--- src/rtl/writeback_arbiter_pkg.sv ---
// Shared definitions for the writeback arbiter: widths, starvation default and
// the pop-source encoding used by the arbiter mux.
package writeback_arbiter_pkg;

    localparam int WB_WORD_SIZE    = 32;
    localparam int WB_STARVE_LIMIT = 4;
    localparam int WB_NUM_W        = 5;
    localparam int WB_NUM_REGS     = 32;

    typedef enum logic [1:0] {
        SRC_NONE,
        SRC_ALU,
        SRC_LSU
    } wb_src_e;

    // Register x0 never takes part in the scoreboard, so it maps to an empty mask.
    function automatic logic [WB_NUM_REGS-1:0] reg_onehot(input logic [WB_NUM_W-1:0] num);
        logic [WB_NUM_REGS-1:0] mask;
        mask = '0;
        if (num != '0) begin
            mask[num] = 1'b1;
        end
        return mask;
    endfunction

endpackage

--- src/rtl/writeback_arbiter_wb_fifo.sv ---
// Small synchronous FIFO holding {num, data} writeback entries for one source.
// Full/empty come from registered pointers only, so a full queue never accepts a push.
module wb_fifo #(
    parameter int WIDTH = 37,
    parameter int DEPTH = 2
) (
    input  logic             i_clk,
    input  logic             i_rstn,
    input  logic             i_push,
    input  logic [WIDTH-1:0] i_data,
    input  logic             i_pop,
    output logic [WIDTH-1:0] o_data,
    output logic             o_full,
    output logic             o_empty
);

    localparam int PTR_W = (DEPTH > 1) ? $clog2(DEPTH) : 1;

    logic [PTR_W:0]   r_wr_ptr;
    logic [PTR_W:0]   r_rd_ptr;
    logic [WIDTH-1:0] r_mem [DEPTH];

    logic w_push;
    logic w_pop;

    // Extra pointer bit distinguishes full from empty when the index bits match.
    assign o_empty = (r_wr_ptr == r_rd_ptr);
    assign o_full  = (r_wr_ptr[PTR_W] != r_rd_ptr[PTR_W]) &&
                     (r_wr_ptr[PTR_W-1:0] == r_rd_ptr[PTR_W-1:0]);

    assign w_push = i_push & ~o_full;
    assign w_pop  = i_pop & ~o_empty;

    assign o_data = r_mem[r_rd_ptr[PTR_W-1:0]];

    always_ff @(posedge i_clk or negedge i_rstn) begin
        if (!i_rstn) begin
            r_wr_ptr <= '0;
            r_rd_ptr <= '0;
        end else begin
            if (w_push) begin
                r_wr_ptr <= r_wr_ptr + (PTR_W+1)'(1);
            end
            if (w_pop) begin
                r_rd_ptr <= r_rd_ptr + (PTR_W+1)'(1);
            end
        end
    end

    always_ff @(posedge i_clk) begin
        if (w_push) begin
            r_mem[r_wr_ptr[PTR_W-1:0]] <= i_data;
        end
    end

endmodule

--- src/rtl/writeback_arbiter.sv ---
// Merges ALU and LSU results onto the single register-file write port, with an
// LSU-priority arbiter, ALU starvation guard and a pending-write scoreboard.
module writeback_arbiter
    import writeback_arbiter_pkg::*;
#(
    parameter int WORD_SIZE    = WB_WORD_SIZE,
    parameter int FIFO_DEPTH   = 2,
    parameter int STARVE_LIMIT = WB_STARVE_LIMIT
) (
    input  logic                   i_clk,
    input  logic                   i_rstn,
    input  logic                   i_Alu_valid,
    input  logic [WB_NUM_W-1:0]    i_Alu_num,
    input  logic [WORD_SIZE-1:0]   i_Alu_data,
    output logic                   o_Alu_ready,
    input  logic                   i_Lsu_valid,
    input  logic [WB_NUM_W-1:0]    i_Lsu_num,
    input  logic [WORD_SIZE-1:0]   i_Lsu_data,
    output logic                   o_Lsu_ready,
    input  logic                   i_Rsv_en,
    input  logic [WB_NUM_W-1:0]    i_Rsv_num,
    output logic                   o_Wen,
    output logic [WB_NUM_W-1:0]    o_Wnum,
    output logic [WORD_SIZE-1:0]   o_Wd,
    output logic [WB_NUM_REGS-1:0] o_Busy,
    output logic                   o_Err
);

    localparam int ENTRY_W  = WB_NUM_W + WORD_SIZE;
    localparam int STARVE_W = (STARVE_LIMIT > 0) ? $clog2(STARVE_LIMIT + 1) : 1;
    localparam logic [STARVE_W-1:0] STARVE_MAX = STARVE_W'(STARVE_LIMIT);

    logic                   w_alu_full;
    logic                   w_alu_empty;
    logic                   w_lsu_full;
    logic                   w_lsu_empty;
    logic                   w_alu_push;
    logic                   w_lsu_push;
    logic                   w_alu_pop;
    logic                   w_lsu_pop;
    logic [ENTRY_W-1:0]     w_alu_head;
    logic [ENTRY_W-1:0]     w_lsu_head;
    wb_src_e                w_src;
    logic [WB_NUM_W-1:0]    w_pop_num;
    logic [WORD_SIZE-1:0]   w_pop_data;
    logic                   w_starved;
    logic                   w_wr_valid;
    logic [WB_NUM_REGS-1:0] w_set_mask;
    logic [WB_NUM_REGS-1:0] w_clr_mask;
    logic                   w_rsv_conflict;
    logic                   w_pop_unreserved;

    logic [STARVE_W-1:0]    r_starve;
    logic [WB_NUM_REGS-1:0] r_busy;
    logic                   r_err;
    logic                   r_wen;
    logic [WB_NUM_W-1:0]    r_wnum;
    logic [WORD_SIZE-1:0]   r_wd;

    assign o_Alu_ready = ~w_alu_full;
    assign o_Lsu_ready = ~w_lsu_full;
    assign w_alu_push  = i_Alu_valid & ~w_alu_full;
    assign w_lsu_push  = i_Lsu_valid & ~w_lsu_full;

    wb_fifo #(
        .WIDTH (ENTRY_W),
        .DEPTH (FIFO_DEPTH)
    ) u_alu_fifo (
        .i_clk   (i_clk),
        .i_rstn  (i_rstn),
        .i_push  (w_alu_push),
        .i_data  ({i_Alu_num, i_Alu_data}),
        .i_pop   (w_alu_pop),
        .o_data  (w_alu_head),
        .o_full  (w_alu_full),
        .o_empty (w_alu_empty)
    );

    wb_fifo #(
        .WIDTH (ENTRY_W),
        .DEPTH (FIFO_DEPTH)
    ) u_lsu_fifo (
        .i_clk   (i_clk),
        .i_rstn  (i_rstn),
        .i_push  (w_lsu_push),
        .i_data  ({i_Lsu_num, i_Lsu_data}),
        .i_pop   (w_lsu_pop),
        .o_data  (w_lsu_head),
        .o_full  (w_lsu_full),
        .o_empty (w_lsu_empty)
    );

    assign w_starved = (r_starve == STARVE_MAX);

    // LSU has priority; the ALU only gets through when LSU is idle or it has waited too long.
    always_comb begin
        w_src      = SRC_NONE;
        w_pop_num  = '0;
        w_pop_data = '0;
        if (!w_alu_empty && (w_lsu_empty || w_starved)) begin
            w_src = SRC_ALU;
        end else if (!w_lsu_empty) begin
            w_src = SRC_LSU;
        end
        case (w_src)
            SRC_ALU: {w_pop_num, w_pop_data} = w_alu_head;
            SRC_LSU: {w_pop_num, w_pop_data} = w_lsu_head;
            default: ;
        endcase
    end

    assign w_alu_pop  = (w_src == SRC_ALU);
    assign w_lsu_pop  = (w_src == SRC_LSU);
    assign w_wr_valid = (w_src != SRC_NONE) && (w_pop_num != '0);

    assign w_clr_mask = w_wr_valid ? reg_onehot(w_pop_num) : '0;
    assign w_set_mask = i_Rsv_en ? reg_onehot(i_Rsv_num) : '0;

    // A re-reservation is legal only if the same register retires in this very cycle.
    assign w_rsv_conflict   = |(w_set_mask & r_busy & ~w_clr_mask);
    assign w_pop_unreserved = |(w_clr_mask & ~r_busy);

    always_ff @(posedge i_clk or negedge i_rstn) begin
        if (!i_rstn) begin
            r_starve <= '0;
        end else if (w_alu_pop) begin
            r_starve <= '0;
        end else if (w_lsu_pop && !w_alu_empty && !w_starved) begin
            r_starve <= r_starve + STARVE_W'(1);
        end
    end

    always_ff @(posedge i_clk or negedge i_rstn) begin
        if (!i_rstn) begin
            r_busy <= '0;
            r_err  <= 1'b0;
        end else begin
            r_busy <= (r_busy & ~w_clr_mask) | w_set_mask;
            if (w_rsv_conflict || w_pop_unreserved) begin
                r_err <= 1'b1;
            end
        end
    end

    // x0 pops and idle cycles drop the strobe but keep the last address/data on the port.
    always_ff @(posedge i_clk or negedge i_rstn) begin
        if (!i_rstn) begin
            r_wen  <= 1'b0;
            r_wnum <= '0;
            r_wd   <= '0;
        end else begin
            r_wen <= w_wr_valid;
            if (w_wr_valid) begin
                r_wnum <= w_pop_num;
                r_wd   <= w_pop_data;
            end
        end
    end

    assign o_Wen  = r_wen;
    assign o_Wnum = r_wnum;
    assign o_Wd   = r_wd;
    assign o_Busy = r_busy;
    assign o_Err  = r_err;

endmodule

--- config.mk ---
export PLATFORM = sky130hd
export DESIGN_NAME = writeback_arbiter
export DESIGN_NICKNAME = d
export VERILOG_FILES = /design/src/rtl/writeback_arbiter_pkg.sv /design/src/rtl/writeback_arbiter_wb_fifo.sv /design/src/rtl/writeback_arbiter.sv
export SDC_FILE = /design/constraint.sdc
export NUM_CORES = 1
export LEC_CHECK = 0
export CORE_MARGIN = 2
export CORE_UTILIZATION = 45
export DETAILED_ROUTE_END_ITERATION = 6
export GPL_ROUTABILITY_DRIVEN = 0
export PLACE_DENSITY = 0.66
export SYNTH_ARGS = -nofsm -noshare
export SYNTH_HDL_FRONTEND = slang
export SYNTH_SLANG_ARGS = --single-unit
export TNS_END_PERCENT = 1
--- constraint.sdc ---
create_clock -name i_clk -period 6.45 [get_ports i_clk]
set_clock_uncertainty 0.15 [all_clocks]
set_input_delay 1.935 -clock i_clk [delete_from_list [all_inputs] [get_ports i_clk]]
set_output_delay 1.935 -clock i_clk [all_outputs]
set_load 0.01 [all_outputs]
==> results of run 1 <==
flip-flops by register name, indices dropped and copies added, names as in the netlist:
| name | count |
|---|---|
| o_Wnum | 5 |
| o_Wen | 1 |
| o_Wd | 32 |
| u_alu_fifo.r_mem | 74 |
| u_lsu_fifo.r_mem | 74 |
| o_Err | 1 |
| u_alu_fifo.r_rd_ptr | 2 |
| r_starve | 3 |
| u_lsu_fifo.r_wr_ptr | 2 |
| u_alu_fifo.r_wr_ptr | 2 |
| u_lsu_fifo.r_rd_ptr | 2 |
| o_Busy | 32 |
where the power goes:
group	switching (mW)	leakage (nW)	internal [mW]
clock	0.603	0.444	0.962
combinational	1.92	1.62	1.24
sequential	0.276	2.34	2.22
worst reg2reg max path, cell delays in order (launching register included):
cell and delay (ns):
dfrtp_2 0.37, buf_4 0.55, mux2_2 0.46, a32oi_2 0.59, nand3_1 0.39, o21ai_0 0.37
o22ai_1 0.12, or4_1 0.53, nor4_1 0.21, nand4_1 0.13
cell type report:
type                    instances  area, sq um
fillers                      1661         8640
flip-flops and latches        230         6500
multi-input cells             445         2880
repair buffers                161         1600
clock buffers                  25          626
well taps                     275          344
clock inverters                21          295
inverters                       4         15.0
diodes                          1         2.50
layer usage:
layer | global-route usage | vias up | part of all wire
met5 | 0 | - | 0
met4 | 0.0686 | 0 | 0.026
met1 | 0.276 | 3159 | 0.41
met2 | 0.354 | 319 | 0.49
met3 | 0.0378 | 61 | 0.079
li1 | - | 2986 | -
cell usage in the layout (no fill, tap or decap), types with 7 or more instances in the layout:
master and count:
mux2i_1 41, o22ai_1 11, nor3_1 7, or2_2 12, nor2_1 11, or3_1 10, o21ai_0 148, a21oi_1 11
nand2_1 67, dfrtp_1 80, edfxtp_1 148, clkbuf_16 25, nand3_1 8, mux2_2 37, clkdlybuf4s50_1 155
cell families (layout without fill, tap and decap cells):
logic type               count (synthesis)  in the layout  share of synthesized area
flip-flops                             230            230                      0.681
multiplexers                            78             78                     0.0867
buffers and inverters                   48            211                     0.0210
XOR/XNOR                                12             12                     0.0126
AO/OA/AOI/OAI                          205            205                      0.122
AND/OR/NAND/NOR                        148            148                     0.0746
other                                    0              1                          0
adder cells (fa/ha/maj)                  2              2                    0.00262
path summary, 6_finish.rpt:
check | startpoint | end | slack [ns] | cells after the start
setup / recovery | u_alu_fifo.r_wr_ptr[1]$_DFFE_PN0P_ | o_Alu_ready | 2.27 | 3
hold / removal | o_Busy[0]$_DFF_PN0_ | o_Busy[0]$_DFF_PN0_ | 0.23 | 0
setup reg to reg | u_lsu_fifo.r_rd_ptr[0]$_DFFE_PN0P_ | o_Err$_DFFE_PN0P_ | 2.41 | 9
hold reg to reg | o_Busy[0]$_DFF_PN0_ | o_Busy[0]$_DFF_PN0_ | 0.23 | 0
max in group asynchronous | i_rstn | u_alu_fifo.r_rd_ptr[0]$_DFFE_PN0P_ | 3.90 | 2
min in group asynchronous | i_rstn | o_Busy[28]$_DFF_PN0_ | 1.34 | 1
through the flow:
step	hold slack (ns)	instance area (sq um)	utilization	setup WS (ns)
5_1_grt	0.248	12300	0.586	2.15
2_1_floorplan	0.292	9540	-	2.30
4_1_cts	0.237	12300	0.586	2.24
3_3_place_gp	0.214	11300	0.542	2.24
3_5_place_dp	0.223	11300	0.542	2.25
6_report	0.228	12300	0.587	2.27
==> metrics, run 1 <==
status=completed; Hold Path Class=register to register; full die area=22400 sq um; unrepaired setup endpoints after global routing=false; measured slew at the worst slew-check pin=1.22 ns; clock tree from TritonCTS=built; first-pass GRT wire length=36.5 mm; wire per inst=20.1 um; post-route insts no fill=1162; Die Y=150 um; top-area cell type share of the netlist area=0.466; syn_nets=809; Setup Buffers After CTS=0; VDD IR-drop max=0.354 mV; CTS sink count=230; number of routed nets with antenna violations=0; post-synthesis cell count=723; Iter 0 DRT Violations=602; CTS clk-pin slew, worst paths=0.06 ns; via/cell ratio=5.62; GRT Total Usage=0.210; Max Freq=239 MHz; Mean Syn Cell Area=13.2 sq um; I/O Buffers=156; Final Slew Violations=0; post_cts resized=0; Congestion Overflow GR=0; mapped cell area=9540 sq um; Hold Fails Final Rpt=0; layout overhead on the synthesized area=28.4%; Synth Flop Type=edfxtp_1; top cells by area, synth=edfxtp_1, dfrtp_1, o21ai_0; Crit path max-delay family=buffers and inverters; Max Fanout on Critical Path=9; synth warn=0; largest net degree at the start of global routing=66; initial antenna violation count=1; Worst setup SP type=register; post-route minimum period=4.18 ns; Sum Neg Setup Slack=0 ns; Seq/Total Area, Yosys=0.681; Pre-Repair DR Iteration Count=6; Yosys reg bits=230; placeable core region=20900 sq um; fin nets=953; power per cell area=589 nW/um^2; CTS H-tree lvls=1; CP endpoint kind=output pin; worst path required time=4.37 ns; clock root buffer master=clkbuf_16; Critical Path Slowest Stage Cell=clkdlybuf4s50_1; Initial Util=0.457; synth cell count leaders=edfxtp_1, o21ai_0, dfrtp_1; post-synthesis cell type count=54; period utilization=0.648; DRC errors left=0; kind of critical path=register to output pin; final setup fails=0; async set or reset register ratio after synthesis=0.357; Max-cap violations=0; vias=6525; clock latency on the worst-skew pair=0.53 ns; largest area contributor in the netlist=edfxtp_1; Site Rows=53; crit-path cells=xnor2_2 -> nand2b_1 -> clkdlybuf4s50_1; IO Pins=157; Worst Path Arrival=2.09 ns; number of buffers created by CTS=25; DP Cell Count=1115; leak pwr=4.40 nW; layout cell share with drive strength beyond 1=0.133; Post-synth EDFFs=148; Tot Pwr=7.22 mW; DRT Wirelength=23.3 mm; DP Wirelength=15.3 mm; vias in the first global route=6879; CTS Buffer Depth=3; CP Buf/Inv Count=1; Max-slew headroom=0.187; max incr delay on CP=0.56 ns; die width=150 um; # hold bufs at CTS=0
Power figures use the tool's default switching activity.
==> inputs of run 2 (changes only) <==
--- a/config.mk
+++ b/config.mk
@@ -9,7 +9,7 @@
 export CORE_UTILIZATION = 45
 export DETAILED_ROUTE_END_ITERATION = 6
 export GPL_ROUTABILITY_DRIVEN = 0
-export PLACE_DENSITY = 0.66
+export PLACE_DENSITY = 0.69
 export SYNTH_ARGS = -nofsm -noshare
 export SYNTH_HDL_FRONTEND = slang
 export SYNTH_SLANG_ARGS = --single-unit
==> constraint.sdc (replaced) <==
create_clock -name i_clk -period 3.8 [get_ports i_clk]
set_clock_uncertainty 0.15 [all_clocks]
set_input_delay 1.14 -clock i_clk [delete_from_list [all_inputs] [get_ports i_clk]]
set_output_delay 1.14 -clock i_clk [all_outputs]
set_load 0.01 [all_outputs]
==> metrics, run 2 (synthesis results as in run 1) <==
HP Start=o_Busy[0]$_DFF_PN0_; worst reg2reg startpoint=r_starve[1]$_DFFE_PN0P_; period utilization=0.939; kind of critical path=register to register; Max Fanout on Critical Path=10; vias=6516; VDD IR-drop max=0.643 mV; post-place setup slack=0.349 ns; number of buffers created by CTS=24; DP Wirelength=15.1 mm; worst path required time=4.01 ns; crit-path cells=inv_1 -> ha_1 -> and2_1 -> o21bai_1 -> buf_4 -> a32o_1 -> nand3_1 -> o21ai_0 -> nor3_1 -> or4_1 -> nor4_1 -> nand4_1; DRT Wirelength=22.7 mm; # hold bufs at CTS=0; CTS Buffer Depth=3; via/cell ratio=5.56; layout cell share with drive strength beyond 1=0.133; launch point of the critical path=r_starve[1]$_DFFE_PN0P_; Tot Pwr=12.0 mW; CP endpoint kind=register; max incr delay on CP=0.51 ns; vias in the first global route=6418; DRC errors left=0; tightest hold margin=0.229 ns; IO Pins=157; GRT Total Usage=0.204; CTS H-tree lvls=1; first-pass GRT wire length=34.9 mm; Final Util=0.585; Critical Path Slowest Stage Cell=or4_1; post-route minimum period=3.57 ns; fin nets=965; DP Cell Count=1128; unrepaired setup endpoints after global routing=false; measured slew at the worst slew-check pin=0.742 ns; Site Rows=53; Max-slew headroom=0.506; Congestion Overflow GR=0; most frequent cells in the layout=clkdlybuf4s50_1, o21ai_0, edfxtp_1; wire per inst=19.4 um; CTS sink count=230; Max Freq=280 MHz; Sum Neg Setup Slack=0 ns; met3 Resource Use GR=0.0454; leak pwr=4.42 nW; I/O Buffers=156; met2 usage=0.333; # diodes=0; clock latency on the worst-skew pair=0.52 ns; largest net degree at the start of global routing=53; most common cell after layout, fill and taps aside=clkdlybuf4s50_1; gr busiest metal=met2; CTS clk-pin slew, worst paths=0.06 ns; Hold Path Class=register to register; die width=150 um; final setup fails=0; Iter 0 DRT Violations=431; Cell Area, Placed=11500 sq um; post-route setup slack=0.230 ns; Die Y=150 um; Max-cap violations=0; post_cts resized=0; clock root buffer master=clkbuf_16; post-route insts no fill=1171; Final Slew Violations=0; initial antenna violation count=3; Worst setup SP type=register; Worst Path Arrival=3.78 ns; Hold Fails Final Rpt=0; Pre-Repair DR Iteration Count=7; full die area=22400 sq um; cell area after layout=12200 sq um; power per cell area=978 nW/um^2; status=completed; global routing met1 resource utilization=0.278; layout overhead on the synthesized area=28.1%; clock tree from TritonCTS=built; Initial Util=0.457; Setup Buffers After CTS=0; placeable core region=20900 sq um; number of routed nets with antenna violations=0
[run 2: cell types whose count changed in the layout (fill, tap and decap cells not counted), sizes merged]
cell | previous run | this run
clkinvlp | 4 | 0
bufinv | 6 | 1
clkbuf | 25 | 35
diode | 1 | 0
buf | 6 | 19
clkinv | 9 | 7
inv | 6 | 4
[run 2: power breakdown]
group,internal [mW],switching [mW],leakage (nW)
logic,2.27,3.22,1.70
registers,3.75,0.481,2.34
clock network,1.33,0.908,0.374
[run 2: worst paths after layout]
kind | end | slack, ns | cells past startpoint
worst max-delay path | o_Err$_DFFE_PN0P_ | 0.23 | 12
worst min-delay path | o_Busy[0]$_DFF_PN0_ | 0.23 | 0
worst max register to register | o_Err$_DFFE_PN0P_ | 0.23 | 12
worst min register to register | o_Busy[0]$_DFF_PN0_ | 0.23 | 0
max in group asynchronous | o_Wd[30]$_DFFE_PN0N_ | 2.36 | 2
min in group asynchronous | o_Busy[27]$_DFF_PN0_ | 0.52 | 1
[run 2: critical path: cells and delay by family, from the launching register on]
kind / cells / cell delay (ns)
buf+inv: 2 / 0.31
simple gates: 6 / 1.48
flops: 1 / 0.39
compound gates: 3 / 0.91
fa+ha+maj: 1 / 0.16
[run 2: final cells by class]
| type | count | area (sq um) |
|---|---|---|
| inverter | 4 | 15.0 |
| sequential | 230 | 6500 |
| timing repair buffer | 174 | 1730 |
| clock buffer | 35 | 692 |
| tap | 275 | 344 |
| fill | 1701 | 8660 |
| clock inverter | 8 | 71.3 |
| multi-input combinational | 445 | 2880 |
[run 2: layer usage]
layer / routed length (um) / vias to the layer above / part of all wire
met2: 10900 / 259 / 0.48
met1: 9470 / 3202 / 0.42
li1: - / 3011 / -
met4: 476 / 2 / 0.021
met5: 13 / - / 0.00057
met3: 1830 / 42 / 0.081
==> inputs of run 3 (changes only) <==
--- a/config.mk
+++ b/config.mk
@@ -5,11 +5,13 @@
 export SDC_FILE = /design/constraint.sdc
 export NUM_CORES = 1
 export LEC_CHECK = 0
+export ABC_AREA = 1
+export ABC_CLOCK_PERIOD_IN_PS = 3800
 export CORE_MARGIN = 2
-export CORE_UTILIZATION = 45
+export CORE_UTILIZATION = 49
 export DETAILED_ROUTE_END_ITERATION = 6
 export GPL_ROUTABILITY_DRIVEN = 0
-export PLACE_DENSITY = 0.69
+export PLACE_DENSITY = 0.74
 export SYNTH_ARGS = -nofsm -noshare
 export SYNTH_HDL_FRONTEND = slang
 export SYNTH_SLANG_ARGS = --single-unit
==> metrics, run 3 <==
DRT Wirelength=24.4 mm; Iter 0 DRT Violations=509; placeable core region=19700 sq um; clock root buffer master=clkbuf_16; post-synthesis cell type count=35; Die Y=146 um; HP Start=o_Busy[0]$_DFF_PN0_; Crit path max-delay family=buffers and inverters; CTS H-tree lvls=1; # hold bufs at CTS=0; Site Rows=51; post_cts resized=0; Initial Util=0.503; launch point of the critical path=u_lsu_fifo.r_rd_ptr[0]$_DFFE_PN0P_; mapped cell area=9890 sq um; Max Fanout on Critical Path=14; cell area after layout=12700 sq um; CTS Buffer Depth=3; Max-slew headroom=0.498; post-route insts no fill=1337; Post-synth EDFFs=148; die width=146 um; Worst Path Arrival=2.24 ns; post-route setup slack=0.272 ns; worst reg2reg startpoint=u_alu_fifo.r_rd_ptr[0]$_DFFE_PN0P_; full die area=21300 sq um; Hold Path Class=register to register; power per cell area=943 nW/um^2; leak pwr=4.93 nW; via/cell ratio=5.43; post-route minimum period=3.53 ns; CTS sink count=230; period utilization=0.928; Hold Fails Final Rpt=0; most common cell after layout, fill and taps aside=clkdlybuf4s50_1; post-place setup slack=0.547 ns; syn_nets=974; vias=7263; I/O Buffers=156; first-pass GRT wire length=37.9 mm; top-area cell type share of the netlist area=0.449; Congestion Overflow GR=0; status=completed; Critical Path Slowest Stage Cell=clkdlybuf4s50_1; VDD IR-drop max=0.523 mV; initial antenna violation count=3; Pre-Repair DR Iteration Count=6; final setup fails=0; Worst setup SP type=register; kind of critical path=register to output pin; crit-path cells=inv_2 -> nand2_1 -> nand3_1 -> clkdlybuf4s50_1; Setup Buffers After CTS=0; Final Slew Violations=0; unrepaired setup endpoints after global routing=false; Max Freq=283 MHz; largest area contributor in the netlist=edfxtp_1; worst path required time=2.51 ns; clock tree from TritonCTS=built; fin nets=1136; vias in the first global route=7063; DRC errors left=0; top cells by area, synth=edfxtp_1, dfrtp_1, nand2_1; CTS clk-pin slew, worst paths=0.06 ns; wire per inst=18.3 um; largest net degree at the start of global routing=54; Seq/Total Area, Yosys=0.657; DP Wirelength=15.9 mm; DP Cell Count=1288; async set or reset register ratio after synthesis=0.357; Max-cap violations=0; Mean Syn Cell Area=11.1 sq um; CP Buf/Inv Count=2; CP endpoint kind=output pin; layout overhead on the synthesized area=28.5%; post-synthesis cell count=888; synth warn=0; number of routed nets with antenna violations=0; number of buffers created by CTS=25; clock latency on the worst-skew pair=0.53 ns; IO Pins=157; Yosys reg bits=230; most frequent cells in the layout=clkdlybuf4s50_1, edfxtp_1, nand2_1; layout cell share with drive strength beyond 1=0.153; Cell Area, Placed=11800 sq um; max incr delay on CP=0.58 ns; measured slew at the worst slew-check pin=0.753 ns; GRT Total Usage=0.226; synth cell count leaders=edfxtp_1, nand2_1, nor2_1; most frequent cell after synthesis=edfxtp_1; Synth Flop Type=edfxtp_1; Sum Neg Setup Slack=0 ns
[run 3: power breakdown]
part	internal, mW	switching, mW	leakage, nW
Combinational	2.02	3.30	2.17
Sequential	3.65	0.444	2.33
Clock	1.58	0.978	0.435
Total	7.26	4.73	4.93
[run 3: final cells by class]
| cell class | count | area, sq um |
|---|---|---|
| Inverter | 73 | 279 |
| Tap cell | 265 | 332 |
| Timing Repair Buffer | 171 | 1710 |
| Clock buffer | 31 | 658 |
| Antenna cell | 3 | 7.51 |
| Fill cell | 1561 | 6950 |
| Multi-Input combinational cell | 549 | 3010 |
| Sequential cell | 230 | 6500 |
| Clock inverter | 15 | 218 |
[run 3: path summary, 6_finish.rpt]
path	end	slack, ns	cells after the start
max	o_Lsu_ready	0.27	4
min	o_Busy[0]$_DFF_PN0_	0.23	0
max reg2reg	o_Err$_DFFE_PN0P_	0.62	16
min reg2reg	o_Busy[0]$_DFF_PN0_	0.23	0
max in group asynchronous	o_Wnum[3]$_DFFE_PN0N_	2.35	2
min in group asynchronous	o_Wd[5]$_DFFE_PN0N_	0.52	1
[run 3: kinds of logic (layout without fill, tap and decap cells)]
kind of cell / after synthesis / count (layout) / share of synthesized area
xor+xnor: 6 / 6 / 0.00531
buf+inv: 109 / 290 / 0.0431
simple gates: 399 / 399 / 0.196
fa+ha+maj: 2 / 2 / 0.00253
compound gates: 142 / 142 / 0.0958
flops: 230 / 230 / 0.657
other cells: 0 / 3 / 0
[run 3: layer usage]
layer | wire length (um) | up-vias | share of wire | track usage
met2 | 11800 | 326 | 0.48 | 0.384
li1 | - | 3415 | - | -
met1 | 9770 | 3465 | 0.40 | 0.293
met4 | 676 | 2 | 0.028 | 0.0680
met3 | 2140 | 55 | 0.088 | 0.0503
met5 | 13 | - | 0.00053 | 0
[run 3: per-stage QoR]
stage	util	power, mW	hold slack, ns
5_1_grt	0.646	12.7	0.251
2_1_floorplan	-	7.39	0.313
3_5_place_dp	0.601	9.46	0.217
3_3_place_gp	0.601	9.32	0.214
6_report	0.646	12.0	0.230
4_1_cts	0.646	12.1	0.238
